[src/rtl/sobel_pkg.sv]
// Shared types for the Sobel frame sequencer.
// Holds the FSM encoding, position width and the tag word layout.
package sobel_pkg;

  localparam int POS_W = 16;

  typedef enum logic [1:0] {
    IDLE  = 2'd0,
    RUN   = 2'd1,
    DRAIN = 2'd2,
    DONE  = 2'd3
  } state_e;

  // valid must stay the MSB: the delay line keys off it
  typedef struct packed {
    logic             valid;
    logic             border;
    logic [POS_W-1:0] col;
    logic [POS_W-1:0] row;
  } tag_t;

  localparam int TAG_W = $bits(tag_t);

endpackage

[src/rtl/sobel_frame_seq_if.sv]
// Bus bundle between the frame sequencer and its neighbours.
// master: sequencer side (start/stall in, read + tag outputs out).
interface sobel_frame_seq_if #(
  parameter int ADDR_W = 16
);
  logic              start_i;
  logic              stall_i;
  logic              rd_en_o;
  logic [ADDR_W-1:0] rd_addr_o;
  logic              pix_valid_o;
  logic              border_o;
  logic [15:0]       out_col_o;
  logic [15:0]       out_row_o;
  logic              busy_o;
  logic              done_o;
  logic [15:0]       frame_cnt_o;

  modport master (
    input  start_i, stall_i,
    output rd_en_o, rd_addr_o,
    output pix_valid_o, border_o,
    output out_col_o, out_row_o,
    output busy_o, done_o, frame_cnt_o
  );

  modport slave (
    output start_i, stall_i,
    input  rd_en_o, rd_addr_o,
    input  pix_valid_o, border_o,
    input  out_col_o, out_row_o,
    input  busy_o, done_o, frame_cnt_o
  );
endinterface

[src/rtl/sobel_tag_delay.sv]
// DEPTH-stage tag shift register; MSB of each word is its valid bit.
// Ports: clk_i, rst_i (async high), d_i, q_o (last stage), pend_o.
module sobel_tag_delay #(
  parameter int DEPTH = 2,
  parameter int WIDTH = 8
) (
  input  logic             clk_i,
  input  logic             rst_i,
  input  logic [WIDTH-1:0] d_i,
  output logic [WIDTH-1:0] q_o,
  output logic             pend_o
);

  logic [WIDTH-1:0] stg_q [DEPTH];
  logic [WIDTH-1:0] stg_d [DEPTH];

  // an empty slot keeps its old payload so the output
  // position holds between valid pixels
  always_comb begin
    stg_d[0] = d_i[WIDTH-1] ? d_i
             : {1'b0, stg_q[0][WIDTH-2:0]};
    for (int i = 1; i < DEPTH; i++) begin
      stg_d[i] = stg_q[i-1][WIDTH-1] ? stg_q[i-1]
               : {1'b0, stg_q[i][WIDTH-2:0]};
    end
  end

  // pending excludes the output stage: that entry is
  // already being presented this cycle
  always_comb begin
    pend_o = 1'b0;
    for (int i = 0; i < DEPTH - 1; i++) begin
      pend_o = pend_o | stg_q[i][WIDTH-1];
    end
  end

  always_ff @(posedge clk_i or posedge rst_i) begin
    if (rst_i) begin
      for (int i = 0; i < DEPTH; i++) stg_q[i] <= '0;
    end else begin
      for (int i = 0; i < DEPTH; i++) stg_q[i] <= stg_d[i];
    end
  end

  assign q_o = stg_q[DEPTH-1];

endmodule

[src/rtl/sobel_frame_seq.sv]
// Raster frame sequencer: issues one read per pixel, delays tags.
// Ports: sys_clk_i, sys_rst_i (async high), bus (master modport).
module sobel_frame_seq
  import sobel_pkg::*;
#(
  parameter int IMG_W  = 256,
  parameter int IMG_H  = 256,
  parameter int ADDR_W = 16,
  parameter int RD_LAT = 2
) (
  input logic sys_clk_i,
  input logic sys_rst_i,
  sobel_frame_seq_if.master bus
);

  localparam logic [POS_W-1:0] COL_MAX = POS_W'(IMG_W - 1);
  localparam logic [POS_W-1:0] ROW_MAX = POS_W'(IMG_H - 1);

  state_e            state_q, state_d;
  logic [POS_W-1:0]  col_q, col_d;
  logic [POS_W-1:0]  row_q, row_d;
  logic [ADDR_W-1:0] addr_q, addr_d;
  logic [15:0]       frame_q, frame_d;
  logic              rd_en;
  logic              pend;
  tag_t              tag_in;
  tag_t              tag_out;

  always_comb begin
    state_d = state_q;
    col_d   = col_q;
    row_d   = row_q;
    addr_d  = addr_q;
    frame_d = frame_q;
    rd_en   = 1'b0;
    unique case (state_q)
      IDLE: begin
        col_d  = '0;
        row_d  = '0;
        addr_d = '0;
        if (bus.start_i) state_d = RUN;
      end
      RUN: begin
        if (!bus.stall_i) begin
          rd_en  = 1'b1;
          addr_d = addr_q + 1'b1;
          if (col_q == COL_MAX) begin
            col_d = '0;
            row_d = row_q + 1'b1;
            if (row_q == ROW_MAX) state_d = DRAIN;
          end else begin
            col_d = col_q + 1'b1;
          end
        end
      end
      DRAIN: begin
        if (!pend) state_d = DONE;
      end
      DONE: begin
        frame_d = frame_q + 1'b1;
        state_d = IDLE;
      end
      default: state_d = IDLE;
    endcase
  end

  always_comb begin
    tag_in        = '0;
    tag_in.valid  = rd_en;
    tag_in.border = (col_q == '0) || (col_q == COL_MAX)
                 || (row_q == '0) || (row_q == ROW_MAX);
    tag_in.col    = col_q;
    tag_in.row    = row_q;
  end

  always_ff @(posedge sys_clk_i or posedge sys_rst_i) begin
    if (sys_rst_i) begin
      state_q <= IDLE;
      col_q   <= '0;
      row_q   <= '0;
      addr_q  <= '0;
      frame_q <= '0;
    end else begin
      state_q <= state_d;
      col_q   <= col_d;
      row_q   <= row_d;
      addr_q  <= addr_d;
      frame_q <= frame_d;
    end
  end

  sobel_tag_delay #(
    .DEPTH (RD_LAT),
    .WIDTH (TAG_W)
  ) u_dly (
    .clk_i  (sys_clk_i),
    .rst_i  (sys_rst_i),
    .d_i    (tag_in),
    .q_o    (tag_out),
    .pend_o (pend)
  );

  assign bus.rd_en_o     = rd_en;
  assign bus.rd_addr_o   = addr_q;
  assign bus.pix_valid_o = tag_out.valid;
  assign bus.border_o    = tag_out.border;
  assign bus.out_col_o   = tag_out.col;
  assign bus.out_row_o   = tag_out.row;
  assign bus.busy_o      = (state_q == RUN) || (state_q == DRAIN);
  assign bus.done_o      = (state_q == DONE);
  assign bus.frame_cnt_o = frame_q;

endmodule

[src/flat_wrapper.sv]
// flat-port wrapper written by rule: the top's interface ports become plain ports
module sobel_frame_seq_flat import sobel_pkg::*;
#(
  parameter int IMG_W  = 256,
  parameter int IMG_H  = 256,
  parameter int ADDR_W = 16,
  parameter int RD_LAT = 2
)
  (sys_clk_i, sys_rst_i, bus_start_i, bus_stall_i, bus_rd_en_o, bus_rd_addr_o, bus_pix_valid_o, bus_border_o, bus_out_col_o, bus_out_row_o, bus_busy_o, bus_done_o, bus_frame_cnt_o);
  sobel_frame_seq_if #(.ADDR_W(ADDR_W)) bus_i ();
  input logic sys_clk_i;
  input logic sys_rst_i;
  input wire logic [$bits(bus_i.start_i)-1:0] bus_start_i;
  input wire logic [$bits(bus_i.stall_i)-1:0] bus_stall_i;
  output wire logic [$bits(bus_i.rd_en_o)-1:0] bus_rd_en_o;
  output wire logic [$bits(bus_i.rd_addr_o)-1:0] bus_rd_addr_o;
  output wire logic [$bits(bus_i.pix_valid_o)-1:0] bus_pix_valid_o;
  output wire logic [$bits(bus_i.border_o)-1:0] bus_border_o;
  output wire logic [$bits(bus_i.out_col_o)-1:0] bus_out_col_o;
  output wire logic [$bits(bus_i.out_row_o)-1:0] bus_out_row_o;
  output wire logic [$bits(bus_i.busy_o)-1:0] bus_busy_o;
  output wire logic [$bits(bus_i.done_o)-1:0] bus_done_o;
  output wire logic [$bits(bus_i.frame_cnt_o)-1:0] bus_frame_cnt_o;
  assign bus_i.start_i = bus_start_i;
  assign bus_i.stall_i = bus_stall_i;
  assign bus_rd_en_o = bus_i.rd_en_o;
  assign bus_rd_addr_o = bus_i.rd_addr_o;
  assign bus_pix_valid_o = bus_i.pix_valid_o;
  assign bus_border_o = bus_i.border_o;
  assign bus_out_col_o = bus_i.out_col_o;
  assign bus_out_row_o = bus_i.out_row_o;
  assign bus_busy_o = bus_i.busy_o;
  assign bus_done_o = bus_i.done_o;
  assign bus_frame_cnt_o = bus_i.frame_cnt_o;
  sobel_frame_seq #(.IMG_W(IMG_W), .IMG_H(IMG_H), .ADDR_W(ADDR_W), .RD_LAT(RD_LAT)) u_core (.sys_clk_i(sys_clk_i), .sys_rst_i(sys_rst_i), .bus(bus_i));
endmodule
[config.mk]
export PLATFORM = sky130hd
export DESIGN_NAME = sobel_frame_seq_flat
export DESIGN_NICKNAME = d
export VERILOG_FILES = /design/src/rtl/sobel_pkg.sv /design/src/rtl/sobel_frame_seq_if.sv /design/src/rtl/sobel_tag_delay.sv /design/src/rtl/sobel_frame_seq.sv /design/src/flat_wrapper.sv
export SDC_FILE = /design/constraint.sdc
export NUM_CORES = 1
export LEC_CHECK = 0
export BUFFER_PORTS_ARGS = -buffer_cell sky130_fd_sc_hd__buf_2
export CAP_MARGIN = 20
export CORE_MARGIN = 4
export CORE_UTILIZATION = 48
export CTS_BUF_LIST = sky130_fd_sc_hd__clkbuf_8
export CTS_CLUSTER_DIAMETER = 100
export DETAILED_ROUTE_END_ITERATION = 8
export PLACE_DENSITY_LB_ADDON = 0.15
export SLEW_MARGIN = 5
export SYNTH_ARGS = -nofsm -noshare
export SYNTH_HDL_FRONTEND = slang
export SYNTH_HIERARCHICAL = 1
export SYNTH_SLANG_ARGS = --single-unit
[constraint.sdc]
create_clock -name sys_clk_i -period 2.5 [get_ports sys_clk_i]
set_clock_uncertainty 0.15 [all_clocks]
set_input_delay 0.125 -clock sys_clk_i [delete_from_list [all_inputs] [get_ports sys_clk_i]]
set_output_delay 0.125 -clock sys_clk_i [all_outputs]
set_load 0.05 [all_outputs]
==> metrics.md <==
| Metric | Value |
|---|---|
| Clock Sinks | 134 |
| Mean Syn Cell Area | 12.2 um^2 |
| First-pass GRT wire length | 21300 um |
| Total wire length | 12800 um |
| Setup TNS | 0 ns |
| Cells after synthesis | 532 |
| Async S/R FF share, synth | 100% |
| H-Tree Level Count | 4 |
| Initial antenna violation count | 0 |
| Tot GR Track Use | 17.0% |
| Largest net degree at the start of global routing | 59 |
| PortBufs | 72 |
| Share of post-route cells with drive strength above 1 | 35.1% |
| Leakage power | 3.75 nW |
| Post-synth top flop | dfrtp_1 |
| Synth top area cells | dfrtp_1, mux2_4, buf_4 |
| Core area | 13200 um^2 |
| CP top delay family | simple AND/OR/NAND/NOR gates |
| CTS root buffer | clkbuf_8 |
| DRT Pass-1 Iters | 4 |
| Slew HR | 63.3% |
| Crit path cell chain | or4_4 -> nor4_4 -> nand4_1 -> a222oi_1 -> mux2_2 |
| Area Overhead vs Synth | 15.3% |
| Die Span Y | 124 um |
| Rows | 42 |
| Residual DRC count | 0 |
| N_diodes | 0 |
| Dominant cell by count in the synthesized netlist | dfrtp_1 |
| Ys Warns | 6 |
| Final worst-path cycle share | 98.3% |
| Synth Cell Area | 6490 um^2 |
| DP HPWL | 8820 um |
| Worst-Margin Slew | 0.550 ns |
| Yosys top cell area share | 51.7% |
| Crit start category | flop |
| Max cap viols | 0 |
| Vias post-DR | 4220 |
| Seq/Total Area, Yosys | 51.7% |
| Initial drt markers | 238 |
| Final hold violations | 0 |
| Crit-path slowest cell | or4_4 |
| Post-synth cell types | 47 |
| Final Hold Slack | 0.128 ns |
| Die ar. | 15400 um^2 |
| Critical path class | flop to flop |
| I/O pin count | 73 |
| Vias in the first global route | 4250 |
| Crit path capture type | flop |
| Worst-skew pair later-pin latency | 0.45 ns |
| Fin nets | 625 |
| Worst Path Buf+Inv | 0 |
| Initial Util | 49.0% |
| Power density cells | 786 nW/um^2 |
| ANT nets after route | 0 |
| Post-synth top cells | dfrtp_1, mux2_4, buf_4, nand2_1, nor2_1 |
| Mapped Nets | 546 |
| Worst Hold Class | primary input to asynchronous set/reset pin |
| Unrepaired setup endpoints after global routing | true |
| Crit-path max FO | 3 |
| Largest stage delay, worst path | 0.59 ns |
| Power consumption | 5.88 mW |
| Clock Tree Buf Depth | 2 |
| CP arrival | 2.64 ns |
| EDFF count, synth | 0 |
| Post-DP Area | 6890 um^2 |
| FMAX | 407 MHz |
| TritonCTS clock tree | done |
| Tmin final | 2.46 ns |
| Run status | finished clean |
| Peak supply drop | 664 uV |
| CTS buffer count | 17 |
| Die Wd | 124 um |
| Setup violators final | 0 |
| Yosys reg bits | 134 |
| Grt total ovfl | 0 |
| CTS clk-pin slew, worst paths | 0.08 ns |
| Fin. max-slew vios | 0 |
| Critical Path RT | 2.68 ns |
| Area leader, netlist | dfrtp_1 |
| GPL Wtd Cong | 0.802 |
| Wire length per cell | 16.1 um |
| Vias per inst | 5.28 |
| Fin area | 7480 um^2 |
layout by cell type, fill, tap and decap left out, types with 12 or more instances in the layout:
master    instances
buf_4            33
nand3_1          23
nor2_1           31
xor2_1           18
dfrtp_1         133
buf_2            72
inv_1            17
nand2_1          34
o21ai_0          21
xnor2_1          13
a21oi_1          12
nand4_1          19
clkbuf_8         19
and3_1           14
mux2_4           60
sequential cells by signal (all words and copies together) (netlist names):
signal / flops
u_core/bus.frame_cnt_o: 16
u_core/bus.rd_addr_o: 16
u_core/col_q: 16
u_core/row_q: 16
u_core/state_q: 2
u_core/u_dly/pend_o: 1
u_core/u_dly/q_o: 34
u_core/u_dly/stg_q: 33
power breakdown:
part	internal (mW)	leakage (nW)	total [mW]	switching, mW
combinational	0.410	1.82	1.17	0.762
clock	1.32	0.251	2.14	0.813
sequential	2.38	1.68	2.57	0.189
worst reg2reg max path, stage by stage (launching register included):
cell	delay [ns]
dfrtp_1	0.38
or4_4	0.59
nor4_4	0.32
nand4_1	0.17
a222oi_1	0.36
mux2_2	0.38
kinds of logic (layout without fill, tap and decap cells):
family          Yosys count  in the layout  share of synthesized area, %
compound gates           52             52                          5.07
flops                   134            134                          51.7
fa+ha+maj                10             10                          1.93
buf+inv                  68            160                          7.66
mux                      76             76                          16.5
simple gates            161            161                          13.0
xor+xnor                 31             31                          4.19
layer usage:
layer | global-route usage, % | share of wire (%) | vias up
li1 | - | - | 1992
met1 | 22.6 | 47 | 2112
met2 | 26.6 | 47 | 104
met3 | 4.33 | 4.4 | 12
met4 | 6.96 | 1.4 | 0
met5 | 0 | 0 | -
path summary, 6_finish.rpt:
path | from | endpoint | slack (ns) | cells after the start
max | u_core/col_q[10]$_DFFE_PP0P_ | u_core/state_q[1]$_DFFE_PP0P_ | 0.04 | 5
max reg2reg | u_core/col_q[10]$_DFFE_PP0P_ | u_core/state_q[1]$_DFFE_PP0P_ | 0.04 | 5
min reg2reg | u_core/bus.frame_cnt_o[15]$_DFFE_PP0P_ | u_core/bus.frame_cnt_o[15]$_DFFE_PP0P_ | 0.33 | 1
min | sys_rst_i | u_core/col_q[3]$_DFFE_PP0P_ | 0.13 | 3
max in group asynchronous | sys_rst_i | u_core/u_dly/stg_q[39]$_DFFE_PP0P_ | 1.03 | 5
min in group sys_clk_i | u_core/bus.frame_cnt_o[15]$_DFFE_PP0P_ | u_core/bus.frame_cnt_o[15]$_DFFE_PP0P_ | 0.33 | 1
timing repair:
action | CTS | global route
setup endpoints to repair | 0 | 6
endpoints found under the hold margin | 93 | 0
buffers inserted | 0 | 5
gates resized for setup | 0 | 7
hold buffers | 4 | 0
through the flow:
stage / std cells / utilization [%] / worst slack (ns)
2_1_floorplan: 532 / - / 0.0485
3_3_place_gp: 759 / 52.0 / 0.0655
3_5_place_dp: 759 / 52.0 / 0.0222
4_1_cts: 795 / 55.9 / 0.0143
5_1_grt: 800 / 56.5 / -0.0537
6_report: 800 / 56.5 / 0.0414
layout make-up:
cell class                      count  area, um^2
Tap cell                          176         220
Clock buffer                       19         262
Inverter                           16        60.1
Sequential cell                   134        3350
Clock inverter                     13         213
Multi-Input combinational cell    330        2670
Fill cell                        1134        5770
Timing Repair Buffer              112         699
Note: power is estimated with default switching activity, not from simulation.
